<file path="src/rtl/clint_axil_slave_pkg.sv">
// Shared constants, FSM state encodings and the address decoder for the CLINT AXI4-Lite responder.
package clint_axil_slave_pkg;

  localparam logic [31:0] MTIME_LO_OFF    = 32'd0;
  localparam logic [31:0] MTIME_HI_OFF    = 32'd4;
  localparam logic [31:0] MTIMECMP_LO_OFF = 32'd8;
  localparam logic [31:0] MTIMECMP_HI_OFF = 32'd12;

  typedef enum logic {R_IDLE, R_DATA} r_state_t;
  typedef enum logic {W_IDLE, W_RESP} w_state_t;

  typedef enum logic [2:0] {
    SEL_NONE,
    SEL_MTIME_LO,
    SEL_MTIME_HI,
    SEL_CMP_LO,
    SEL_CMP_HI
  } reg_sel_t;

  // Full 32-bit match against the base; anything else falls through to SEL_NONE.
  function automatic reg_sel_t decode_addr(input logic [31:0] addr,
                                           input logic [31:0] base,
                                           input logic        cmp_en);
    logic [31:0] off;
    off = addr - base;
    if (off == MTIME_LO_OFF)                 return SEL_MTIME_LO;
    if (off == MTIME_HI_OFF)                 return SEL_MTIME_HI;
    if (cmp_en && (off == MTIMECMP_LO_OFF))  return SEL_CMP_LO;
    if (cmp_en && (off == MTIMECMP_HI_OFF))  return SEL_CMP_HI;
    return SEL_NONE;
  endfunction

endpackage

</file>
<file path="src/rtl/clint_axil_slave_mtime_counter.sv">
// Free-running 64-bit mtime with a TICK_DIV prescaler; a half-word write replaces
// that half and suppresses the increment in the same cycle.
module clint_mtime_counter #(
  parameter int TICK_DIV = 1
) (
  input  logic        clk,
  input  logic        rst,
  input  logic        wr_lo,
  input  logic        wr_hi,
  input  logic [31:0] wdata,
  output logic [63:0] mtime
);

  localparam int PW = (TICK_DIV > 1) ? $clog2(TICK_DIV) : 1;
  localparam logic [PW-1:0] LAST = PW'(TICK_DIV - 1);

  logic [PW-1:0] prescaler;
  logic          tick;

  assign tick = (prescaler == LAST);

  // NOTE: state registers use non-blocking assignments so every flop samples
  // pre-edge values regardless of process evaluation order.
  always_ff @(posedge clk) begin
    if (rst) begin
      prescaler <= '0;
    end else if (tick) begin
      prescaler <= '0;
    end else begin
      prescaler <= prescaler + PW'(1);
    end
  end

  always_ff @(posedge clk) begin
    if (rst) begin
      mtime <= '0;
    end else if (wr_lo) begin
      mtime[31:0] <= wdata;
    end else if (wr_hi) begin
      mtime[63:32] <= wdata;
    end else if (tick) begin
      mtime <= mtime + 64'd1;
    end
  end

endmodule

</file>
<file path="src/rtl/clint_axil_slave.sv">
// AXI4-Lite responder exposing the CLINT mtime counter as two 32-bit words.
// Optional macro CLINT_MTIMECMP_EN adds mtimecmp at BASE_ADDR+8/+12 and timer_irq.
module clint_axil_slave
  import clint_axil_slave_pkg::*;
#(
  parameter logic [31:0] BASE_ADDR = 32'ha0000048,
  parameter int          TICK_DIV  = 1
) (
  input  logic        clk,
  input  logic        rst,
  input  logic [31:0] araddr,
  input  logic        arvalid,
  output logic        arready,
  output logic        rvalid,
  input  logic        rready,
  output logic [31:0] rdata,
  input  logic [31:0] awaddr,
  input  logic        awvalid,
  output logic        awready,
  input  logic [31:0] wdata,
  input  logic        wvalid,
  output logic        wready,
  output logic        bvalid,
  input  logic        bready
`ifdef CLINT_MTIMECMP_EN
  ,
  output logic        timer_irq
`endif
);

`ifdef CLINT_MTIMECMP_EN
  localparam logic CMP_EN = 1'b1;
`else
  localparam logic CMP_EN = 1'b0;
`endif

  logic [63:0] mtime;
  logic [31:0] shadow_hi;

  // ---------------- read path ----------------
  r_state_t    r_state, r_next;
  reg_sel_t    rd_sel;
  logic [31:0] rd_val;
  logic        ar_hs;

  assign ar_hs  = arvalid && arready;
  assign rd_sel = decode_addr(araddr, BASE_ADDR, CMP_EN);

  always_ff @(posedge clk) begin
    if (rst) r_state <= R_IDLE;
    else     r_state <= r_next;
  end

  // NOTE: every always_comb output gets a default first, so no path can infer a latch.
  always_comb begin
    r_next = r_state;
    unique case (r_state)
      R_IDLE: if (ar_hs)            r_next = R_DATA;
      R_DATA: if (rvalid && rready) r_next = R_IDLE;
      default:                      r_next = R_IDLE;
    endcase
  end

  always_comb begin
    arready = (r_state == R_IDLE);
    rvalid  = (r_state == R_DATA);
  end

`ifdef CLINT_MTIMECMP_EN
  logic [63:0] mtimecmp;
`endif

  always_comb begin
    rd_val = '0;
    case (rd_sel)
      SEL_MTIME_LO: rd_val = mtime[31:0];
      SEL_MTIME_HI: rd_val = shadow_hi;
`ifdef CLINT_MTIMECMP_EN
      SEL_CMP_LO:   rd_val = mtimecmp[31:0];
      SEL_CMP_HI:   rd_val = mtimecmp[63:32];
`endif
      default:      rd_val = '0;
    endcase
  end

  // Latching the high word on a low-word read makes a low-then-high pair coherent.
  always_ff @(posedge clk) begin
    if (rst) begin
      rdata     <= '0;
      shadow_hi <= '0;
    end else if (ar_hs) begin
      rdata <= rd_val;
      if (rd_sel == SEL_MTIME_LO) shadow_hi <= mtime[63:32];
    end
  end

  // ---------------- write path ----------------
  w_state_t    w_state, w_next;
  logic        aw_done, w_done, commit;
  logic [31:0] aw_addr_q, w_data_q;
  reg_sel_t    wr_sel;

  assign commit = (w_state == W_IDLE) && aw_done && w_done;
  assign wr_sel = decode_addr(aw_addr_q, BASE_ADDR, CMP_EN);

  always_ff @(posedge clk) begin
    if (rst) w_state <= W_IDLE;
    else     w_state <= w_next;
  end

  always_comb begin
    w_next = w_state;
    unique case (w_state)
      W_IDLE: if (commit)            w_next = W_RESP;
      W_RESP: if (bvalid && bready)  w_next = W_IDLE;
      default:                       w_next = W_IDLE;
    endcase
  end

  always_comb begin
    awready = (w_state == W_IDLE) && !aw_done;
    wready  = (w_state == W_IDLE) && !w_done;
    bvalid  = (w_state == W_RESP);
  end

  always_ff @(posedge clk) begin
    if (rst) begin
      aw_done <= 1'b0;
      w_done  <= 1'b0;
    end else if (bvalid && bready) begin
      aw_done <= 1'b0;
      w_done  <= 1'b0;
    end else begin
      if (awvalid && awready) aw_done <= 1'b1;
      if (wvalid && wready)   w_done  <= 1'b1;
    end
  end

  // NOTE: address/data holding registers carry no reset; they are only consumed
  // once aw_done/w_done (which are reset) say they hold a captured value.
  always_ff @(posedge clk) begin
    if (awvalid && awready) aw_addr_q <= awaddr;
    if (wvalid && wready)   w_data_q  <= wdata;
  end

  clint_mtime_counter #(.TICK_DIV(TICK_DIV)) u_mtime (
    .clk   (clk),
    .rst   (rst),
    .wr_lo (commit && (wr_sel == SEL_MTIME_LO)),
    .wr_hi (commit && (wr_sel == SEL_MTIME_HI)),
    .wdata (w_data_q),
    .mtime (mtime)
  );

`ifdef CLINT_MTIMECMP_EN
  always_ff @(posedge clk) begin
    if (rst) begin
      mtimecmp  <= '1;
      timer_irq <= 1'b0;
    end else begin
      if (commit && (wr_sel == SEL_CMP_LO)) mtimecmp[31:0]  <= w_data_q;
      if (commit && (wr_sel == SEL_CMP_HI)) mtimecmp[63:32] <= w_data_q;
      timer_irq <= (mtime >= mtimecmp);
    end
  end
`endif

endmodule

</file>
<file path="config.mk">
export PLATFORM = sky130hd
export DESIGN_NAME = clint_axil_slave
export DESIGN_NICKNAME = d
export VERILOG_FILES = /design/src/rtl/clint_axil_slave_pkg.sv /design/src/rtl/clint_axil_slave_mtime_counter.sv /design/src/rtl/clint_axil_slave.sv
export SDC_FILE = /design/constraint.sdc
export NUM_CORES = 1
export LEC_CHECK = 0
export BUFFER_PORTS_ARGS = -buffer_cell sky130_fd_sc_hd__clkbuf_2
export CAP_MARGIN = 20
export CORE_ASPECT_RATIO = 2
export CORE_UTILIZATION = 58
export CTS_BUF_LIST = sky130_fd_sc_hd__clkbuf_8 sky130_fd_sc_hd__clkbuf_16
export CTS_CLUSTER_DIAMETER = 120
export DETAILED_ROUTE_END_ITERATION = 6
export HOLD_SLACK_MARGIN = 0.06
export PLACE_DENSITY = 0.8
export SETUP_SLACK_MARGIN = 0.15
export SYNTH_ARGS = -nofsm -noshare
export SYNTH_HDL_FRONTEND = slang
export SYNTH_SLANG_ARGS = --single-unit
</file>
<file path="constraint.sdc">
create_clock -name clk -period 4.4 [get_ports clk]
set_clock_uncertainty 0.1 [all_clocks]
set_input_delay 0.22 -clock clk [delete_from_list [all_inputs] [get_ports clk]]
set_output_delay 0.22 -clock clk [all_outputs]
set_load 0.03 [all_outputs]
</file>
**Yosys cells after proc, flatten, opt, wreduce, memory -nomap -nowiden**

Cells that the tools add are included.

- Memory bits (read-only): 0
- Bits of input ports: 103
- Logic and storage cells: 73
- Output and inout port bits: 37
- Memory bits (writable): 0
- Bits in registers: 197
- Memories kept: 0
- Latch bits: 0

- Equal/unequal tests: 9
- Multiply operators: 0
- Reduce and logical (&&, ||, !) cells: 20
- Bitwise gates (word level): 4
- Muxes and demuxes: 25
- Magnitude comparators: 0
- Div/mod/pow operators: 0
- Add/subtract/negate cells: 4
- Shift-type cells: 0

Operator list:

| cell | count |
|---|---|
| 32-bit 2-to-1 mux | 3 |
| 64-bit by 1-bit adder with 64-bit output (second input constant) | 1 |
| 32-bit by 3-bit equality test with 1-bit output (second input constant) | 2 |
| 32-bit logical NOT | 2 |
| 64-bit 2-to-1 mux | 1 |
| 32-bit case mux with 2 select lines | 1 |
| 32-bit subtractor (second input constant) | 2 |
| 3-bit 2-to-1 mux | 8 |
| 1-bit logical AND | 11 |
| 1-bit 2-to-1 mux | 10 |
| 3-bit by 1-bit equality test with 1-bit output (second input constant) | 2 |
| 3-bit by 2-bit equality test with 1-bit output (second input constant) | 2 |
| 2-bit by 1-bit != test with 1-bit output (second input constant) | 3 |
| 2-bit AND reduction | 3 |
| 1-bit inverter | 4 |
| 1-bit case mux with 2 select lines | 2 |
| 2-bit OR reduction | 2 |
| 1-bit logical NOT | 2 |
| 1-bit adder (second input constant) | 1 |

**Longest topological paths before layout**

Gate-level depths: netlist of run 1.

- Word-level depth: 10
- Mapped depth: 13

**Hierarchy**

A second synthesis of run 1 with hierarchy kept.

- Cell total of the unflattened synthesis: 1108
- Area total of the unflattened synthesis: 10100.9 µm²

Modules (own cells, without submodules):

| module | instances | cells each | seq. area each (µm²) | area an instance (µm²) |
|---|---|---|---|---|
| clint_axil_slave | 1 | 512 | 3283.1 | 5723.0 |
| clint_mtime_counter | 1 | 596 | 1301.2 | 4377.9 |

**Worst setup path before layout of run 1**

Ideal clock, no wire load.

- Path type: register to register
- Start: register aw_addr_q[20]
- End: register u_mtime.mtime[41]
- Data arrival time: 3584 ps
- Buffers on the path: 3
- Stages on the path, launching flop included: 12
- Slack: 580 ps
- Library setup time: 136 ps
- Path through: edfxtp_1 buf_6 or4_4 or4_4 or4b_4 mux2i_1 or4_4 or3_1 buf_6 buf_12 a211oi_2 o32ai_2

- Cells in the longest elaborated chain, start to end: 10
- Elaborated cells on any way between the ends: 17
- Those cells by class: add/sub (1); eq/ne (4); mux (7); bitwise (1); reduce/logical (4)

Ends and longest elaborated chain:

| what | line | text |
|---|---|---|
| start: declaration | clint_axil_slave.sv:100 | `logic [31:0] aw_addr_q, w_data_q;` |
| start signal: assignment | clint_axil_slave.sv:142 | `if (awvalid && awready) aw_addr_q <= awaddr;` |
| 32-bit subtractor * | clint_axil_slave_pkg.sv:25 | `off = addr - base;` |
| 32-bit by 3-bit equality test with 1-bit output | clint_axil_slave_pkg.sv:27 | `if (off == MTIME_HI_OFF) return SEL_MTIME_HI;` |
| 1-bit 2-to-1 mux (2 in series) | clint_axil_slave_pkg.sv:27 |  |
| 3-bit 2-to-1 mux | clint_axil_slave_pkg.sv:28 | `if (cmp_en && (off == MTIMECMP_LO_OFF)) return SEL_CMP_LO;` |
| 3-bit 2-to-1 mux * | clint_axil_slave_pkg.sv:27 |  |
| 3-bit by 2-bit equality test with 1-bit output or 3-bit by 1-bit equality test with 1-bit output (tied branches) | clint_axil_slave.sv:150, clint_axil_slave.sv:149 |  |
| 1-bit logical AND (on tied branches) | clint_axil_slave.sv:150, clint_axil_slave.sv:149 |  |
| 2-bit by 1-bit != test with 1-bit output (no source line) or 1-bit inverter (tied branches) | n/a |  |
| 2-bit AND reduction (no source line) | n/a |  |
| end signal: assignment | clint_axil_slave_mtime_counter.sv:40 | `mtime[63:32] <= wdata;` |
| end signal: assignment | clint_axil_slave_mtime_counter.sv:42 | `mtime <= mtime + 64'd1;` |
| end: declaration | clint_axil_slave_mtime_counter.sv:11 | `output logic [63:0] mtime` |

Mark *: on every way between the ends. The rest lies on a longest branch, timed or not. The select of a mux whose other input is x is not followed.
A chain may end at the register's enable or synchronous reset.

**Final worst setup path of run 1**

- Start: register aw_addr_q[4]
- End: register u_mtime.mtime[41]

The elaborated chain is that of the path after synthesis.

==> metrics, run 1 <==
vias in the first global route=between 9000 and 10000; number of clock sinks=197; Port Buffers=139; worst hold path type=flop to flop; crit path time final=around 4.0 ns; DRC=0; via count=9656; CP endpoint kind=flop; LEAKAGE=4.62 nW; Post-synth top flop=dfxtp_1; WP buf/inv=1; FF-to-FF End=u_mtime.mtime[41]$_SDFFE_PP0P_; synthesized area=between 10000 and 15000 µm²; number of synthesized flops with an enable pin=64; CTS tree=yes; first-pass iteration count of the detailed router=5; setup TNS=0 ns; diodes inserted=0; async set-reset flop share out of synthesis=0%; All-Layer GR Usage=34.5%; Worst Hold Path EP=rdata[21]$_SDFFE_PP0P_; sequential-to-total area share from yosys stat=45.5%; largest net degree at the start of global routing=66; Max-slew headroom=25.4%; RR Startpoint=aw_addr_q[4]$_DFFE_PP_; Detail Route Antenna Nets=0; Synthesis Warnings=0; worst-path cell chain=inv_1, ha_1, nor2b_1, o2111ai_1, or4b_4, mux2_4, nor4b_4, a21oi_1, or2_1, o32ai_2; Worst-Skew Late Latency=~0.44 ns; critical path's top delay family=simple AND/OR/NAND/NOR gates; TritonCTS Buffers=17; FILL cells=1254; Min-Delay Path Depth=2; Synth top cells by count=dfxtp_1 (133), o21ai_0 (106), mux2i_1 (94); share of layout cells above drive strength 1=18.9%; Initial Utilization=59.8%; Post-DP HPWL=21.8 mm; die span in y=188 µm; critical path startpoint category=flop; post-synthesis register bit count=197; Post-Syn Area per Cell=roughly 9.3 µm²; I/O pins=140; Slew Limit Fails=0; Yosys top cell by area=dfxtp_1; iteration-0 DRC count of the detailed router=881; R2R cell count=10; DR WL/cell=between 20 and 25 µm; Pwr Density=309 nW/µm²; Gate Count Post-Synth=1087; critical setup path kind=flop to flop; fin crit share=90.2%; peak supply drop=0.000265 V; clk root buf=clkbuf_16; FP Rows=67; post-route cell area=12300 µm²; CP max stage delay=0.68 ns; first-pass GRT wire length=47.0 mm; share of the synthesized area in the top cell type=26.4%; CTS clk-pin slew, worst paths=0.07 ns; outcome=completed; die area=approximately 18000 µm²; H-Tree Level Count=4; top cells by area, synth=dfxtp_1 (26%), edfxtp_1 (19%), mux2i_1 (9.3%), o21ai_0 (5.3%), nand3_1 (3.6%); CP required=~4.6 ns; max cap viols=0; worst reg2reg setup slack=0.43 ns; Worst path slowest cell=or4b_4; RSZ-0062 raised after global routing=false; die width=around 95 µm; endpoints failing setup=0; syn nets=1193; Fmax achieved=252 MHz; CP arrival=roughly 4.2 ns; area delta synth->final=22.1%; post-CTS setup buffer count=0; Worst Max-Slew Pin Slew=1.12 ns; Max FO, Critical Path=8; Via density=approximately 6.4; final hold vios=0; Synth cell types=69; sequential cell area=between 4000 and 5000 µm²; area of the multi-input gates=5100 µm²; clk buf depth=2; Hold Slack=0.356 ns; core area=16800 µm²; dpl cell area=11000 µm²; top-count cell post-synth=dfxtp_1; WL final=30.2 mm; HP Start=rdata[21]$_SDFFE_PP0P_; initial antenna violation count=0; Final #Nets=between 1000 and 1500; GPL Wtd Cong=0.947; Pwr Total=3.80 mW; Overflow after GRT=0
worst max-delay path by stage:
stage / from / endpoint / slack (ns) / cells past startpoint
2_1_floorplan: aw_addr_q[20]$_DFFE_PP_ / u_mtime.mtime[41]$_SDFFE_PP0P_ / 0.58 / 11
5_1_grt: aw_addr_q[3]$_DFFE_PP_ / u_mtime.mtime[41]$_SDFFE_PP0P_ / 0.20 / 10
6_report: aw_addr_q[4]$_DFFE_PP_ / u_mtime.mtime[41]$_SDFFE_PP0P_ / 0.43 / 10
4_1_cts: aw_addr_q[4]$_DFFE_PP_ / u_mtime.mtime[43]$_SDFFE_PP0P_ / 0.34 / 10
3_5_place_dp: aw_addr_q[4]$_DFFE_PP_ / u_mtime.mtime[43]$_SDFFE_PP0P_ / 0.37 / 10
3_3_place_gp: aw_addr_q[21]$_DFFE_PP_ / u_mtime.mtime[55]$_SDFFE_PP0P_ / 0.46 / 8
metrics by stage:
step           util, %  setup WS (ns)  instances
4_1_cts           73.0          0.340       1509
5_1_grt           73.0          0.203       1509
2_1_floorplan        -          0.580       1087
3_3_place_gp      65.4          0.464       1407
6_report          73.0          0.432       1509
3_5_place_dp      65.5          0.365       1408
sequential cells by signal (all words and copies together), names as in the netlist:
signal,count
u_mtime.mtime,64
aw_addr_q,32
rdata,32
shadow_hi,32
w_data_q,32
aw_done,1
bvalid,1
rvalid,1
u_mtime.prescaler,1
w_done,1
report_power, final:
part	internal, mW	switching (mW)
Combinational	0.139	0.173
Sequential	1.93	0.0468
Clock	0.831	0.685
routing by layer:
metal | global-route usage, % | vias to the layer above | routed length, µm
li1 | - | 4497 | -
met1 | 33.8 | 4530 | 10300
met2 | 61.6 | 466 | 15900
met3 | 5.97 | 163 | 1710
met4 | 26.5 | 0 | 2350
met5 | 0 | - | 0
worst reg2reg max path, cell delays in order, from the launching register on:
cell       delay [ns]
edfxtp_1         0.42
inv_1            0.09
ha_1             0.18
nor2b_1          0.28
o2111ai_1        0.34
or4b_4           0.68
mux2_4           0.36
nor4b_4          0.40
a21oi_1          0.26
or2_1            0.45
o32ai_2          0.31
cells by family after synthesis:
family          count (synthesis)  share of synthesized area, %
compound gates                287                          18.4
xor+xnor                        3                         0.261
fa+ha+maj                       3                         0.373
buf+inv                        90                          3.95
flops                         197                          45.5
mux                            98                          9.82
other cells                     1                        0.0372
simple gates                  408                          21.7
layout by cell type, fill, tap and decap left out, drive strengths merged, types with 22 or more instances in the layout:
cell           n
buf           34
o21ai        113
mux2i         94
o211ai        37
a21oi         56
nand3         72
nand2         85
dlygate4sd3   69
dfxtp        133
inv           35
clkbuf       156
nor2          70
or3           22
edfxtp        64
nor3          23
cell type report:
| type | instances | share of cell area [%] |
|---|---|---|
| clock buffer | 17 | 3.46 |
| multi-input combinational | 800 | 41.5 |
| tap | 207 | 2.11 |
| clock inverter | 15 | 1.16 |
| inverter | 31 | 0.946 |
| timing repair buffer | 242 | 13.6 |
| sequential | 197 | 37.3 |
what timing repair did:
item	4_1_cts	5_1_grt
endpoints found under the hold margin	68	0
gates resized for setup	0	1
hold buffers	69	0
endpoints found under the setup margin	0	8
No activity file was read; power rests on OpenSTA's default activity.
==> run 2: changes to the inputs <==
--- a/config.mk
+++ b/config.mk
@@ -10,2 +10,3 @@
 export CORE_ASPECT_RATIO = 2
+export CORE_MARGIN = 2
 export CORE_UTILIZATION = 58
==> constraint.sdc (replaced) <==
create_clock -name clk -period 4.4 [get_ports clk]
set_clock_uncertainty 0.1 [all_clocks]
set_input_delay 0.66 -clock clk [delete_from_list [all_inputs] [get_ports clk]]
set_output_delay 0.66 -clock clk [all_outputs]
set_load 0.03 [all_outputs]
==> metrics, run 2 (same netlist as run 1, synthesis figures left out) <==
first-pass iteration count of the detailed router=6; die span in y=about 190 µm; H-Tree Level Count=4; CP endpoint kind=flop; sequential share of power=51.6%; largest net degree at the start of global routing=39; Overflow after GRT=0; setup TNS=0 ns; commonest non-fill, non-tap cell in the layout=clkbuf_2; commonest non-fill, non-tap cells in the layout=clkbuf_2 (139), dfxtp_1 (133), o21ai_0 (106), mux2i_1 (94), nand2_1 (85); max cap viols=0; Max FO, Critical Path=19; clk root buf=clkbuf_16; clk buf depth=2; number of clock sinks=197; initial antenna violation count=0; TritonCTS Buffers=17; Initial Utilization=58.9%; critical setup path kind=flop to flop; Pwr Density=330 nW/µm²; Final #Nets=approximately 1300; DRC=0; hold_buf cts=0; Port Buffers=139; CTS tree=yes; peak supply drop=0.000263 V; I/O pins=140; Internal=2.87 mW; FP Rows=68; largest register by flop count=u_mtime.mtime; Post-DP HPWL=20.6 mm; via count=9304; iteration-0 DRC count of the detailed router=756; Max-slew headroom=30.4%; die area=18500 µm²; Slew Limit Fails=0; diodes inserted=0; Largest register FFs=between 60 and 70; outcome=completed; share of layout cells above drive strength 1=approximately a fifth; DR WL/cell=slightly above 20 µm; GPL Wtd Cong=0.946; first-pass GRT wire length=46.4 mm; Worst-Skew Late Latency=0.45 ns; RSZ-0062 raised after global routing=false; Via density=between 6 and 7; All-Layer GR Usage=31.5%; fin crit share=93.4%; final hold vios=0; endpoints failing setup=0; LEAKAGE=roughly 4.3 nW; post-CTS setup buffer count=0; switching share of power=24.8%; Fmax achieved=243 MHz; Clk pwr share=between 40% and 50%; vias in the first global route=9049; critical path startpoint category=flop; CP required=4.61 ns; Pwr Total=3.82 mW; CTS clk-pin slew, worst paths=0.07 ns; core area=17100 µm²; worst hold path type=input pin to flop; area delta synth->final=15.2%; Detail Route Antenna Nets=0; switching power=949 µW; CP arrival=4.32 ns; crit path time final=approximately 4.1 ns; die width=97.2 µm; Comb power frac=6.6%; WL final=29.1 mm; Worst Max-Slew Pin Slew=between 1 and 1.5 ns
==> run 2: routing by layer <==
metal  wire, µm  up-vias  GRT usage (%)
met5          0        -              0
met4       1400        0           16.9
met3       2140      112           4.62
met2      14500      460           54.8
met1      11100     4371           37.5
li1           -     4361              -
==> run 2: layout make-up <==
type                       instances  area (µm²)
timing repair buffer             169         941
fill                            1418        5500
clock inverter                    15         169
clock buffer                      17         425
tap                              210         263
multi-input combinational        800        5100
sequential                       197        4580
inverter                          31         116
==> run 2: final timing paths <==
path                            from  slack [ns]                             to  cells after the start
max          aw_addr_q[20]$_DFFE_PP_        0.29  u_mtime.mtime[3]$_SDFFE_PP0P_                      9
min                       awaddr[26]        0.28        aw_addr_q[26]$_DFFE_PP_                      1
max reg2reg  aw_addr_q[20]$_DFFE_PP_        0.29  u_mtime.mtime[3]$_SDFFE_PP0P_                      9
min reg2reg   rdata[21]$_SDFFE_PP0P_        0.36         rdata[21]$_SDFFE_PP0P_                      2
==> run 2: timing repair <==
item                                   CTS  global route
resized for setup                        0             2
setup endpoints to repair                0             8
endpoints found under the hold margin    0             0
==> run 2: critical path, cell delays in order (launching register included) <==
cell	delay, ns
edfxtp_1	0.51
or4_4	0.58
or4_4	0.44
or4b_4	0.53
mux2_4	0.36
nor4_4	0.46
and2_1	0.20
buf_4	0.34
or2_2	0.32
o22ai_1	0.12
==> run 2: power groups by stage <==
stage               logic, mW  clock network, mW  registers, mW
floorplan               0.141                  0           1.99
global placement        0.240                  0           2.01
finish                  0.254               1.60           1.97
detailed placement      0.246                  0           2.01
global route            0.274               1.67           1.98
CTS                     0.247               1.61           1.97
==> run 2: metrics by stage <==
| stage | setup WS (ns) | cell area [µm²] | utilization [%] | std cells | hold slack, ns |
|---|---|---|---|---|---|
| final | 0.290 | 11600 | 67.8 | 1439 | 0.285 |
| after global routing | 0.179 | 11600 | 67.8 | 1439 | 0.279 |
| after floorplan | 0.580 | 10100 | - | 1087 | 0.349 |
| after detailed placement | 0.293 | 11000 | 64.1 | 1405 | 0.343 |
| after CTS | 0.265 | 11600 | 67.6 | 1437 | 0.279 |
| after global placement | 0.375 | 11000 | 64.1 | 1405 | 0.335 |
